`src/rtl/mc_seq_controller_if.sv`:
```
// Bundle of every signal between the multicycle sequencing controller and the
// surrounding datapath (IR/ALU on the input side, PC, register file and memory
// strobes on the output side).
//
// Handshake: imem_req / dmem_rd / dmem_wr behave as "valid", imem_ack / dmem_ack
// as "ready". A request is raised in IF/MEM and held unchanged until the cycle in
// which its ack is seen; the transfer happens in exactly that cycle (req && ack),
// and the matching load/write enable (ir_we, pc_we) fires in that same cycle.
//
// Modports:
//   master - the controller: reads opcode/zero/acks, drives state and strobes
//   slave  - the datapath side: drives opcode/zero/acks, reads state and strobes
interface mc_seq_controller_if #(
    parameter int RETIRE_W = 32
);
    logic [5:0]          opcode;
    logic                zero;
    logic                imem_ack;
    logic                dmem_ack;
    logic [3:0]          state;
    logic                imem_req;
    logic                ir_we;
    logic                dmem_rd;
    logic                dmem_wr;
    logic                reg_we;
    logic                wb_sel;
    logic                pc_we;
    logic [1:0]          pc_src;
    logic                halted;
    logic                bus_err;
    logic [RETIRE_W-1:0] retired;

    modport master (
        input  opcode, zero, imem_ack, dmem_ack,
        output state, imem_req, ir_we, dmem_rd, dmem_wr, reg_we, wb_sel,
               pc_we, pc_src, halted, bus_err, retired
    );

    modport slave (
        output opcode, zero, imem_ack, dmem_ack,
        input  state, imem_req, ir_we, dmem_rd, dmem_wr, reg_we, wb_sel,
               pc_we, pc_src, halted, bus_err, retired
    );
endinterface

```
`src/rtl/mc_seq_controller.sv`:
```
// Sequencing controller for the multicycle CPU. Steps each instruction through
// IF/ID/EXE/MEM/WB, issues the per-cycle control strobes, waits on the memory
// handshakes with a bounded timeout, counts retired instructions and traps on
// HALT or a memory timeout.
//
// Ports:
//   clk  - clock, rising edge
//   rst  - asynchronous active-high reset; also forces all strobes low
//   bus  - mc_seq_controller_if.master (opcode/zero/acks in; state, strobes,
//          halted, bus_err, retired out)
module mc_seq_controller #(
    parameter int RETIRE_W    = 32,
    parameter int MEM_TIMEOUT = 16
) (
    input  logic                 clk,
    input  logic                 rst,
    mc_seq_controller_if.master  bus
);
    typedef enum logic [3:0] {
        S_IF   = 4'b0000,
        S_ID   = 4'b0001,
        S_CEXE = 4'b0010,
        S_MEM  = 4'b0011,
        S_CWB  = 4'b0100,
        S_BEXE = 4'b0101,
        S_AEXE = 4'b0110,
        S_AWB  = 4'b0111,
        S_HALT = 4'b1000
    } state_t;

    localparam logic [5:0] OP_BEQ  = 6'b110100;
    localparam logic [5:0] OP_LW   = 6'b110001;
    localparam logic [5:0] OP_HALT = 6'b111111;

    // Counter only ever needs to reach MEM_TIMEOUT-1 before leaving the state.
    localparam int WAIT_W = (MEM_TIMEOUT > 2) ? $clog2(MEM_TIMEOUT) : 1;
    localparam logic [WAIT_W-1:0] WAIT_LAST = WAIT_W'((MEM_TIMEOUT > 0) ? MEM_TIMEOUT - 1 : 0);

    state_t              state_q;
    state_t              state_d;
    logic [WAIT_W-1:0]   wait_cnt;
    logic                bus_err_q;
    logic [RETIRE_W-1:0] retired_q;

    logic       waiting;
    logic       timeout_hit;
    logic       is_jump;
    logic       retire;
    logic       imem_req, ir_we, dmem_rd, dmem_wr, reg_we, wb_sel, pc_we;
    logic [1:0] pc_src;

    // A wait cycle is an IF or MEM cycle whose ack is missing.
    assign waiting     = ((state_q == S_IF) && !bus.imem_ack) ||
                         ((state_q == S_MEM) && !bus.dmem_ack);
    // An ack on the final count is not a wait cycle, so it wins over the timeout.
    assign timeout_hit = (MEM_TIMEOUT > 0) && waiting && (wait_cnt == WAIT_LAST);
    assign is_jump     = (bus.opcode[5:3] == 3'b111) && (bus.opcode != OP_HALT);

    // State register.
    always_ff @(posedge clk or posedge rst) begin
        if (rst) begin
            state_q <= S_IF;
        end else begin
            state_q <= state_d;
        end
    end

    // Wait counter, sticky bus error and retire counter.
    always_ff @(posedge clk or posedge rst) begin
        if (rst) begin
            wait_cnt  <= '0;
            bus_err_q <= 1'b0;
            retired_q <= '0;
        end else begin
            if (timeout_hit) begin
                bus_err_q <= 1'b1;
            end
            if (retire) begin
                retired_q <= retired_q + RETIRE_W'(1);
            end
            // Any state change clears the count, which covers entry to IF and MEM.
            if (state_d != state_q) begin
                wait_cnt <= '0;
            end else if ((MEM_TIMEOUT > 0) && waiting) begin
                wait_cnt <= wait_cnt + WAIT_W'(1);
            end
        end
    end

    // Next-state logic.
    always_comb begin
        state_d = state_q;
        case (state_q)
            S_IF: begin
                if (bus.imem_ack) begin
                    state_d = S_ID;
                end else if (timeout_hit) begin
                    state_d = S_HALT;
                end
            end
            S_ID: begin
                case (bus.opcode[5:3])
                    3'b110:  state_d = (bus.opcode == OP_BEQ) ? S_BEXE : S_CEXE;
                    3'b111:  state_d = (bus.opcode == OP_HALT) ? S_HALT : S_IF;
                    default: state_d = S_AEXE;
                endcase
            end
            S_AEXE: state_d = S_AWB;
            S_AWB:  state_d = S_IF;
            S_BEXE: state_d = S_IF;
            S_CEXE: state_d = S_MEM;
            S_MEM: begin
                if (bus.dmem_ack) begin
                    state_d = (bus.opcode == OP_LW) ? S_CWB : S_IF;
                end else if (timeout_hit) begin
                    state_d = S_HALT;
                end
            end
            S_CWB:  state_d = S_IF;
            S_HALT: state_d = S_HALT;
            default: state_d = S_IF;
        endcase
    end

    // Output decode.
    always_comb begin
        imem_req = 1'b0;
        ir_we    = 1'b0;
        dmem_rd  = 1'b0;
        dmem_wr  = 1'b0;
        reg_we   = 1'b0;
        wb_sel   = 1'b0;
        pc_we    = 1'b0;
        pc_src   = 2'b00;
        retire   = 1'b0;
        case (state_q)
            S_IF: begin
                imem_req = 1'b1;
                ir_we    = bus.imem_ack;
            end
            S_ID: begin
                if (is_jump) begin
                    pc_we  = 1'b1;
                    pc_src = 2'b11;
                    retire = 1'b1;
                end
            end
            S_AWB: begin
                reg_we = 1'b1;
                pc_we  = 1'b1;
                retire = 1'b1;
            end
            S_BEXE: begin
                pc_we  = 1'b1;
                pc_src = bus.zero ? 2'b01 : 2'b00;
                retire = 1'b1;
            end
            S_MEM: begin
                if (bus.opcode == OP_LW) begin
                    dmem_rd = 1'b1;
                end else begin
                    dmem_wr = 1'b1;
                    pc_we   = bus.dmem_ack;
                    retire  = bus.dmem_ack;
                end
            end
            S_CWB: begin
                reg_we = 1'b1;
                wb_sel = 1'b1;
                pc_we  = 1'b1;
                retire = 1'b1;
            end
            default: ;
        endcase
        // Reset abandons the instruction outright; a timeout cycle issues nothing.
        if (rst || timeout_hit) begin
            imem_req = 1'b0;
            ir_we    = 1'b0;
            dmem_rd  = 1'b0;
            dmem_wr  = 1'b0;
            reg_we   = 1'b0;
            wb_sel   = 1'b0;
            pc_we    = 1'b0;
            pc_src   = 2'b00;
            retire   = 1'b0;
        end
    end

    assign bus.state    = state_q;
    assign bus.imem_req = imem_req;
    assign bus.ir_we    = ir_we;
    assign bus.dmem_rd  = dmem_rd;
    assign bus.dmem_wr  = dmem_wr;
    assign bus.reg_we   = reg_we;
    assign bus.wb_sel   = wb_sel;
    assign bus.pc_we    = pc_we;
    assign bus.pc_src   = pc_src;
    assign bus.halted   = (state_q == S_HALT);
    assign bus.bus_err  = bus_err_q;
    assign bus.retired  = retired_q;
endmodule

```
`src/flat_wrapper.sv`:
```
// flat-port wrapper written by rule: the top's interface ports become plain ports
module mc_seq_controller_flat 
#(
    parameter int RETIRE_W    = 32,
    parameter int MEM_TIMEOUT = 16
)
  (clk, rst, bus_opcode, bus_zero, bus_imem_ack, bus_dmem_ack, bus_state, bus_imem_req, bus_ir_we, bus_dmem_rd, bus_dmem_wr, bus_reg_we, bus_wb_sel, bus_pc_we, bus_pc_src, bus_halted, bus_bus_err, bus_retired);
  mc_seq_controller_if #(.RETIRE_W(RETIRE_W)) bus_i ();
  input  logic clk;
  input  logic rst;
  input wire logic [$bits(bus_i.opcode)-1:0] bus_opcode;
  input wire logic [$bits(bus_i.zero)-1:0] bus_zero;
  input wire logic [$bits(bus_i.imem_ack)-1:0] bus_imem_ack;
  input wire logic [$bits(bus_i.dmem_ack)-1:0] bus_dmem_ack;
  output wire logic [$bits(bus_i.state)-1:0] bus_state;
  output wire logic [$bits(bus_i.imem_req)-1:0] bus_imem_req;
  output wire logic [$bits(bus_i.ir_we)-1:0] bus_ir_we;
  output wire logic [$bits(bus_i.dmem_rd)-1:0] bus_dmem_rd;
  output wire logic [$bits(bus_i.dmem_wr)-1:0] bus_dmem_wr;
  output wire logic [$bits(bus_i.reg_we)-1:0] bus_reg_we;
  output wire logic [$bits(bus_i.wb_sel)-1:0] bus_wb_sel;
  output wire logic [$bits(bus_i.pc_we)-1:0] bus_pc_we;
  output wire logic [$bits(bus_i.pc_src)-1:0] bus_pc_src;
  output wire logic [$bits(bus_i.halted)-1:0] bus_halted;
  output wire logic [$bits(bus_i.bus_err)-1:0] bus_bus_err;
  output wire logic [$bits(bus_i.retired)-1:0] bus_retired;
  assign bus_i.opcode = bus_opcode;
  assign bus_i.zero = bus_zero;
  assign bus_i.imem_ack = bus_imem_ack;
  assign bus_i.dmem_ack = bus_dmem_ack;
  assign bus_state = bus_i.state;
  assign bus_imem_req = bus_i.imem_req;
  assign bus_ir_we = bus_i.ir_we;
  assign bus_dmem_rd = bus_i.dmem_rd;
  assign bus_dmem_wr = bus_i.dmem_wr;
  assign bus_reg_we = bus_i.reg_we;
  assign bus_wb_sel = bus_i.wb_sel;
  assign bus_pc_we = bus_i.pc_we;
  assign bus_pc_src = bus_i.pc_src;
  assign bus_halted = bus_i.halted;
  assign bus_bus_err = bus_i.bus_err;
  assign bus_retired = bus_i.retired;
  mc_seq_controller #(.RETIRE_W(RETIRE_W), .MEM_TIMEOUT(MEM_TIMEOUT)) u_core (.clk(clk), .rst(rst), .bus(bus_i));
endmodule
```
`config.mk`:
```
export PLATFORM = sky130hd
export DESIGN_NAME = mc_seq_controller_flat
export DESIGN_NICKNAME = d
export VERILOG_FILES = /design/src/rtl/mc_seq_controller_if.sv /design/src/rtl/mc_seq_controller.sv /design/src/flat_wrapper.sv
export SDC_FILE = /design/constraint.sdc
export NUM_CORES = 1
export LEC_CHECK = 0
export CORE_MARGIN = 3
export CORE_UTILIZATION = 43
export DETAILED_ROUTE_END_ITERATION = 16
export GPL_TIMING_DRIVEN = 0
export PLACE_DENSITY = 0.77
export SLEW_MARGIN = 20
export SYNTH_ARGS = -nofsm -noshare
export SYNTH_HDL_FRONTEND = slang
export SYNTH_SLANG_ARGS = --single-unit
```
`constraint.sdc`:
```
create_clock -name clk -period 4 [get_ports clk]
set_input_delay 0.4 -clock clk [delete_from_list [all_inputs] [get_ports clk]]
set_output_delay 0.4 -clock clk [all_outputs]
set_load 0.03 [all_outputs]
```
==> Yosys cells after proc, flatten, opt, wreduce, memory -nomap -nowiden <==
Index checks and enable logic that the tools add are counted.
{ "classes": {"n_shift": 0, "n_div": 0, "magnitude_cmp": 0, "n_reduce_logical": 12, "addsub": 2, "n_eq_ne": 16, "mux": 32, "mul": 0, "bitwise": 0} }
{ "op_table": {"columns": ["cell", "n"], "rows": [
  ["$add 32x1->32 const B", 1],
  ["$mux 4", 6],
  ["$pmux 4 s6", 1],
  ["$eq 6x6->1 const B", 3],
  ["$mux 1", 18],
  ["$eq 4x3->1 const B", 4],
  ["$eq 4x2->1 const B", 2],
  ["$eq 4x4->1 const B", 2],
  ["$pmux 4 s2", 1],
  ["$eq 3x3->1 const B", 2],
  ["$mux 3", 2],
  ["$ne 6x6->1 const B", 1],
  ["$add 4x1->4 const B", 1],
  ["$eq 4x1->1 const B", 1],
  ["$logic_and 1x1->1", 4],
  ["$logic_not 4->1", 1],
  ["$mux 2", 2],
  ["$ne 4x4->1", 1],
  ["$pmux 2 s2", 1],
  ["$pmux 1 s3", 1],
  ["$reduce_or 3->1", 1],
  ["$logic_not 1->1", 2],
  ["$logic_or 1x1->1", 2],
  ["$reduce_bool 2->1", 1],
  ["$reduce_or 2->1", 1]
]} }
{ "word_totals": {"ram_bits": 0, "inputBits": 11, "wordCells": 66, "latch_bits": 0, "memories": 0, "rom_bits": 0, "reg_bits": 41, "out_inout_bits": 47} }

==> Longest topological paths before layout <==
{ "logic_depth": {"depth_word": 9, "mapped_depth": 8, "mapped_depth_nobuf": 7} }

==> Worst setup path after synthesis <==
OpenSTA, ideal clock, no wires.
{ "synth_timing": {"path_kind": "register -> output", "from": "reg u_core.state_q[2], in the netlist u_core.bus.state[2]", "to": "out bus_ir_we", "path_buffers": 1, "slack_ps": 900, "arrival_time_ps": 2700, "stages_incl_launch_ff": 7, "required_time_ps": 3600, "cell_sequence": "dfrtp_1 -> clkbuf_1 -> or2_2 -> a211o_1 -> nand2_1 -> nor4_1 -> and2_1"} }
{ "synth_via": {"elab_chain_len": 6, "word_cells_on_any_way": 9, "classes_between": "eq/ne: 1; mux: 2; reduce/logical: 6"} }
{ "synth_lines": {"columns": ["element", "line_no", "source"], "rows": [
  ["start: declaration", "mc_seq_controller.sv:39", "state_t state_q;"],
  ["start signal: assignment", "mc_seq_controller.sv:64", "state_q <= state_d;"],
  ["$eq 4x2->1 or $logic_not 4->1 (tied branches)", "mc_seq_controller.sv:54, mc_seq_controller.sv:53, mc_seq_controller.sv:136", null],
  ["$logic_and 1x1->1, on equally long branches", "mc_seq_controller.sv:54, mc_seq_controller.sv:53", null],
  ["$logic_or 1x1->1", "mc_seq_controller.sv:53", "assign waiting = ((state_q == S_IF) && !bus.imem_ack) ||"],
  ["$logic_and 1x1->1", "mc_seq_controller.sv:56", "assign timeout_hit = (MEM_TIMEOUT > 0) && waiting && (wait_cnt == WAIT_LAST);"],
  ["$logic_or 1x1->1", "mc_seq_controller.sv:176", "if (rst || timeout_hit) begin"],
  ["$mux 1 (*)", "mc_seq_controller.sv:176", null],
  ["end: declaration", "flat_wrapper.sv:17", "output wire logic [$bits(bus_i.ir_we)-1:0] bus_ir_we;"]
]} }
Mark *: on every way between the ends. The rest lies on a longest branch, timed or not.

==> Worst setup path after layout <==
{ "layout_timing": {"from": "in bus_opcode[1]", "to": "out bus_pc_we"} }
{ "layout_via": {"elab_chain_len": 5, "word_cells_on_any_way": 7, "classes_between": "eq/ne: 2; mux: 4; reduce/logical: 1"} }
{ "layout_lines": {"columns": ["element", "line_no", "source"], "rows": [
  ["start: declaration", "flat_wrapper.sv:11", "input wire logic [$bits(bus_i.opcode)-1:0] bus_opcode;"],
  ["$ne 6x6->1", "mc_seq_controller.sv:57", "assign is_jump = (bus.opcode[5:3] == 3'b111) && (bus.opcode != OP_HALT);"],
  ["$logic_and 1x1->1", "mc_seq_controller.sv:57", null],
  ["$mux 1", "mc_seq_controller.sv:142", "if (is_jump) begin"],
  ["$pmux 1 s3 (*)", "mc_seq_controller.sv:136", "case (state_q)"],
  ["$mux 1 (*)", "mc_seq_controller.sv:176", null],
  ["end: declaration", "flat_wrapper.sv:22", "output wire logic [$bits(bus_i.pc_we)-1:0] bus_pc_we;"]
]} }
Marks and branches as above.

==> results_dict.tcl <==
set metrics [dict create \
    syn_nets 235 \
    finalCriticalPeriod_ps 3530 \
    drt-initial-drc-count 130 \
    layout-drive-gt1-share_pct 5.24 \
    wl_per_cell_um 14.0 \
    min_period_over_period_pct 88.1 \
    critPathLaunchType "input port" \
    io_buffers 57 \
    grt_pass1_vias 1829 \
    crit_arrival_ps 3130 \
    place.gp.congestion 0.979 \
    final_max_slew_viol_count 0 \
    finClkSkew_ps 4.63 \
    avgSynthCellArea_um2 9.84 \
    ys_top_cells_by_area "dfrtp_1 47%, xnor2_1 12%, nand4_1 4.9%" \
    cts_resized 0 \
    top_layer_used "met4" \
    drt_pass1_iterations 4 \
    final_cells 353 \
    clk_latency_ps 290 \
    status "completed" \
    cp_data_required_time_ps 3600 \
    n_fill_cell 412 \
    total_leakage_power_nw 1.14 \
    routed_wl_mm 4.93 \
    dp_hpwl_mm 3.73 \
    cts_buffer_depth 2 \
    dieWidth_um 77.3 \
    path_class "input port to primary output" \
    io_pins 58 \
    grt.total_usage_pct 17.5 \
    ctsHoldBuffers 0 \
    drc 0 \
    antenna_found_initial 0 \
    area_growth_pct 34.7 \
    crit_top_cell "clkdlybuf4s50_1" \
    start_util_pct 45.4 \
    rows 25 \
    ys_types 43 \
    ir_drop_v 0.000266 \
    overflow 0 \
    slew_headroom_pct 42.2 \
    syn_area_um2 2180 \
    cts-root-buf "clkbuf_8" \
    cts_made_buffers 5 \
    timing.fmax_mhz 284 \
    tns_ps 0 \
    insertedDiodeCount 0 \
    wl_met1_mm 2.22 \
    slowest_stage "clkdlybuf4s50_1" \
    p_total_mw 1.36 \
    die_h_um 77.3 \
    cts_setup_buffers 0 \
    final_hold_viol_count 0 \
    clock_sinks 41 \
    synth_top_area_cell "dfrtp_1" \
    end_kind "primary output" \
    path_cells "clkdlybuf4s50_1, nor4b_1, a211oi_1, o311ai_4, inv_2, buf_2, clkdlybuf4s50_1" \
    multiInputGateArea_um2 1090 \
    worstHoldPathType "flip-flop to flip-flop" \
    max_stage_delay_ps 610 \
    final_area_um2 2940 \
    path_clk_slew_ps 70 \
    placedCellCount 346 \
    htreeDepth 2 \
    fp.dieArea_um2 5970 \
    vias 1897 \
    placed_cell_area_um2 2840 \
    grt_pass1_wl_mm 8.47 \
    ys_warn_count 0 \
    synth-seq-cells 41 \
    viasPerCell 5.37 \
    grt_start_max_net_pins 44 \
    worstPathMaxFanout 10 \
    nNetsFinal 299 \
    syn-instance-count 222 \
    synth_top_area_share_pct 47.0 \
    worst_pin_slew_ps 866 \
    coreArea_um2 4820 \
    setup_viol 0 \
    power_density_nw_per_um2 461 \
    cap_violations 0 \
    cts_tree "done" \
    ant_nets 0 \
    rsz0062_at_grt "false" \
    wl_met2_mm 2.34 \
    synth_seq_area_share_pct 47.0 \
    final_core_util_pct 61.1 \
    wl_met3_um 244 \
    seqCellArea_um2 1030 \
]
cells by family after synthesis:
logic type | synth area share, %
mux | 0.974
simple gates | 27.7
fa+ha+maj | 1.15
compound gates | 6.59
flops | 47.0
xor+xnor | 13.6
buf+inv | 3.04
metrics by stage:
step                      setup WS [ps]  hold slack (ps)
after floorplan                     900              413
after global placement              471              453
after detailed placement            491              456
after CTS                           487              470
after global routing                265              502
final                               474              465
cell type report:
cell class / count / area share, %
well taps: 67 / 2.85
repair buffers: 57 / 19.4
plain buffers: 7 / 0.978
clock buffers: 5 / 2.34
multi-input cells: 164 / 37.1
inverters: 10 / 1.28
clock inverters: 2 / 1.19
flip-flops and latches: 41 / 34.9
worst max-delay path: cells and delay by family:
family / cells / cell delay (ps)
simple gates: 1 / 580
compound gates: 2 / 670
buf+inv: 4 / 1460
placed cells by master (no fill, tap or decap), types with 2 or more instances in the layout:
| master | netlist | final |
|---|---|---|
| and4_1 | 2 | 2 |
| o31ai_1 | 3 | 3 |
| clkbuf_1 | 5 | 5 |
| a211o_1 | 2 | 2 |
| and2_1 | 4 | 4 |
| nand2b_1 | 3 | 3 |
| buf_2 | 2 | 2 |
| nor2_1 | 16 | 16 |
| nand4_1 | 17 | 17 |
| nor3_1 | 5 | 5 |
| nor4_1 | 7 | 7 |
| and3_1 | 2 | 2 |
| nor4b_1 | 3 | 3 |
| clkbuf_8 | 0 | 5 |
| nor2b_1 | 3 | 3 |
| ha_1 | 2 | 2 |
| nand2_1 | 13 | 13 |
| inv_2 | 2 | 2 |
| a21oi_1 | 5 | 5 |
| or3_1 | 2 | 2 |
| clkdlybuf4s50_1 | 0 | 57 |
| nand3_1 | 19 | 19 |
| xnor2_1 | 29 | 29 |
| nor3b_1 | 3 | 3 |
| dfrtp_1 | 41 | 41 |
| o21ai_0 | 3 | 3 |
| inv_1 | 7 | 7 |
| xor2_1 | 5 | 5 |
synthesized netlist by cell type (all sizes together):
master and n:
a211o 2, a211oi 1, a21oi 5, a221o 1
a31o 1, a31oi 1, and2 4, and3 2
and4 2, buf 2, clkbuf 5, clkinv 1
dfrtp 41, ha 2, inv 9, mux2 1
mux2i 1, nand2 13, nand2b 3, nand3 19
nand3b 1, nand4 17, nand4bb 1, nor2 16
nor2b 3, nor3 5, nor3b 4, nor4 7
nor4b 3, nor4bb 1, o21ai 4, o311ai 1
o31ai 3, or2 2, or3 2, or4 1
or4b 1, xnor2 29, xor2 5
layer usage:
layer,global-route usage (%),up-vias
met5,0,-
met4,7.47,0
met3,3.40,13
met2,28.1,56
met1,22.9,906
li1,-,922
flip-flops by register name, indices dropped and copies added, names as in the netlist:
signal	flops
u_core.wait_cnt	4
u_core.bus.retired	32
u_core.bus.state	4
u_core.bus.bus_err	1
path summary, 6_finish.rpt:
kind	startpoint	endpoint	slack, ps	cells past startpoint
worst max register to register	u_core.bus.state[3]$_DFF_PP0_	u_core.bus.retired[15]$_DFFE_PP0P_	1660	7
min in group asynchronous	rst	u_core.bus.state[0]$_DFF_PP0_	670	2
worst min-delay path	u_core.bus.retired[31]$_DFFE_PP0P_	u_core.bus.retired[31]$_DFFE_PP0P_	460	1
max in group asynchronous	rst	u_core.bus.retired[28]$_DFFE_PP0P_	2790	2
worst min register to register	u_core.bus.retired[31]$_DFFE_PP0P_	u_core.bus.retired[31]$_DFFE_PP0P_	460	1
worst max-delay path	bus_opcode[1]	bus_pc_we	470	7
power breakdown:
part | switching, mW | internal [mW]
combinational | 0.308 | 0.210
sequential | 0.0607 | 0.458
clock | 0.139 | 0.181
Power figures use the tool's default switching activity.
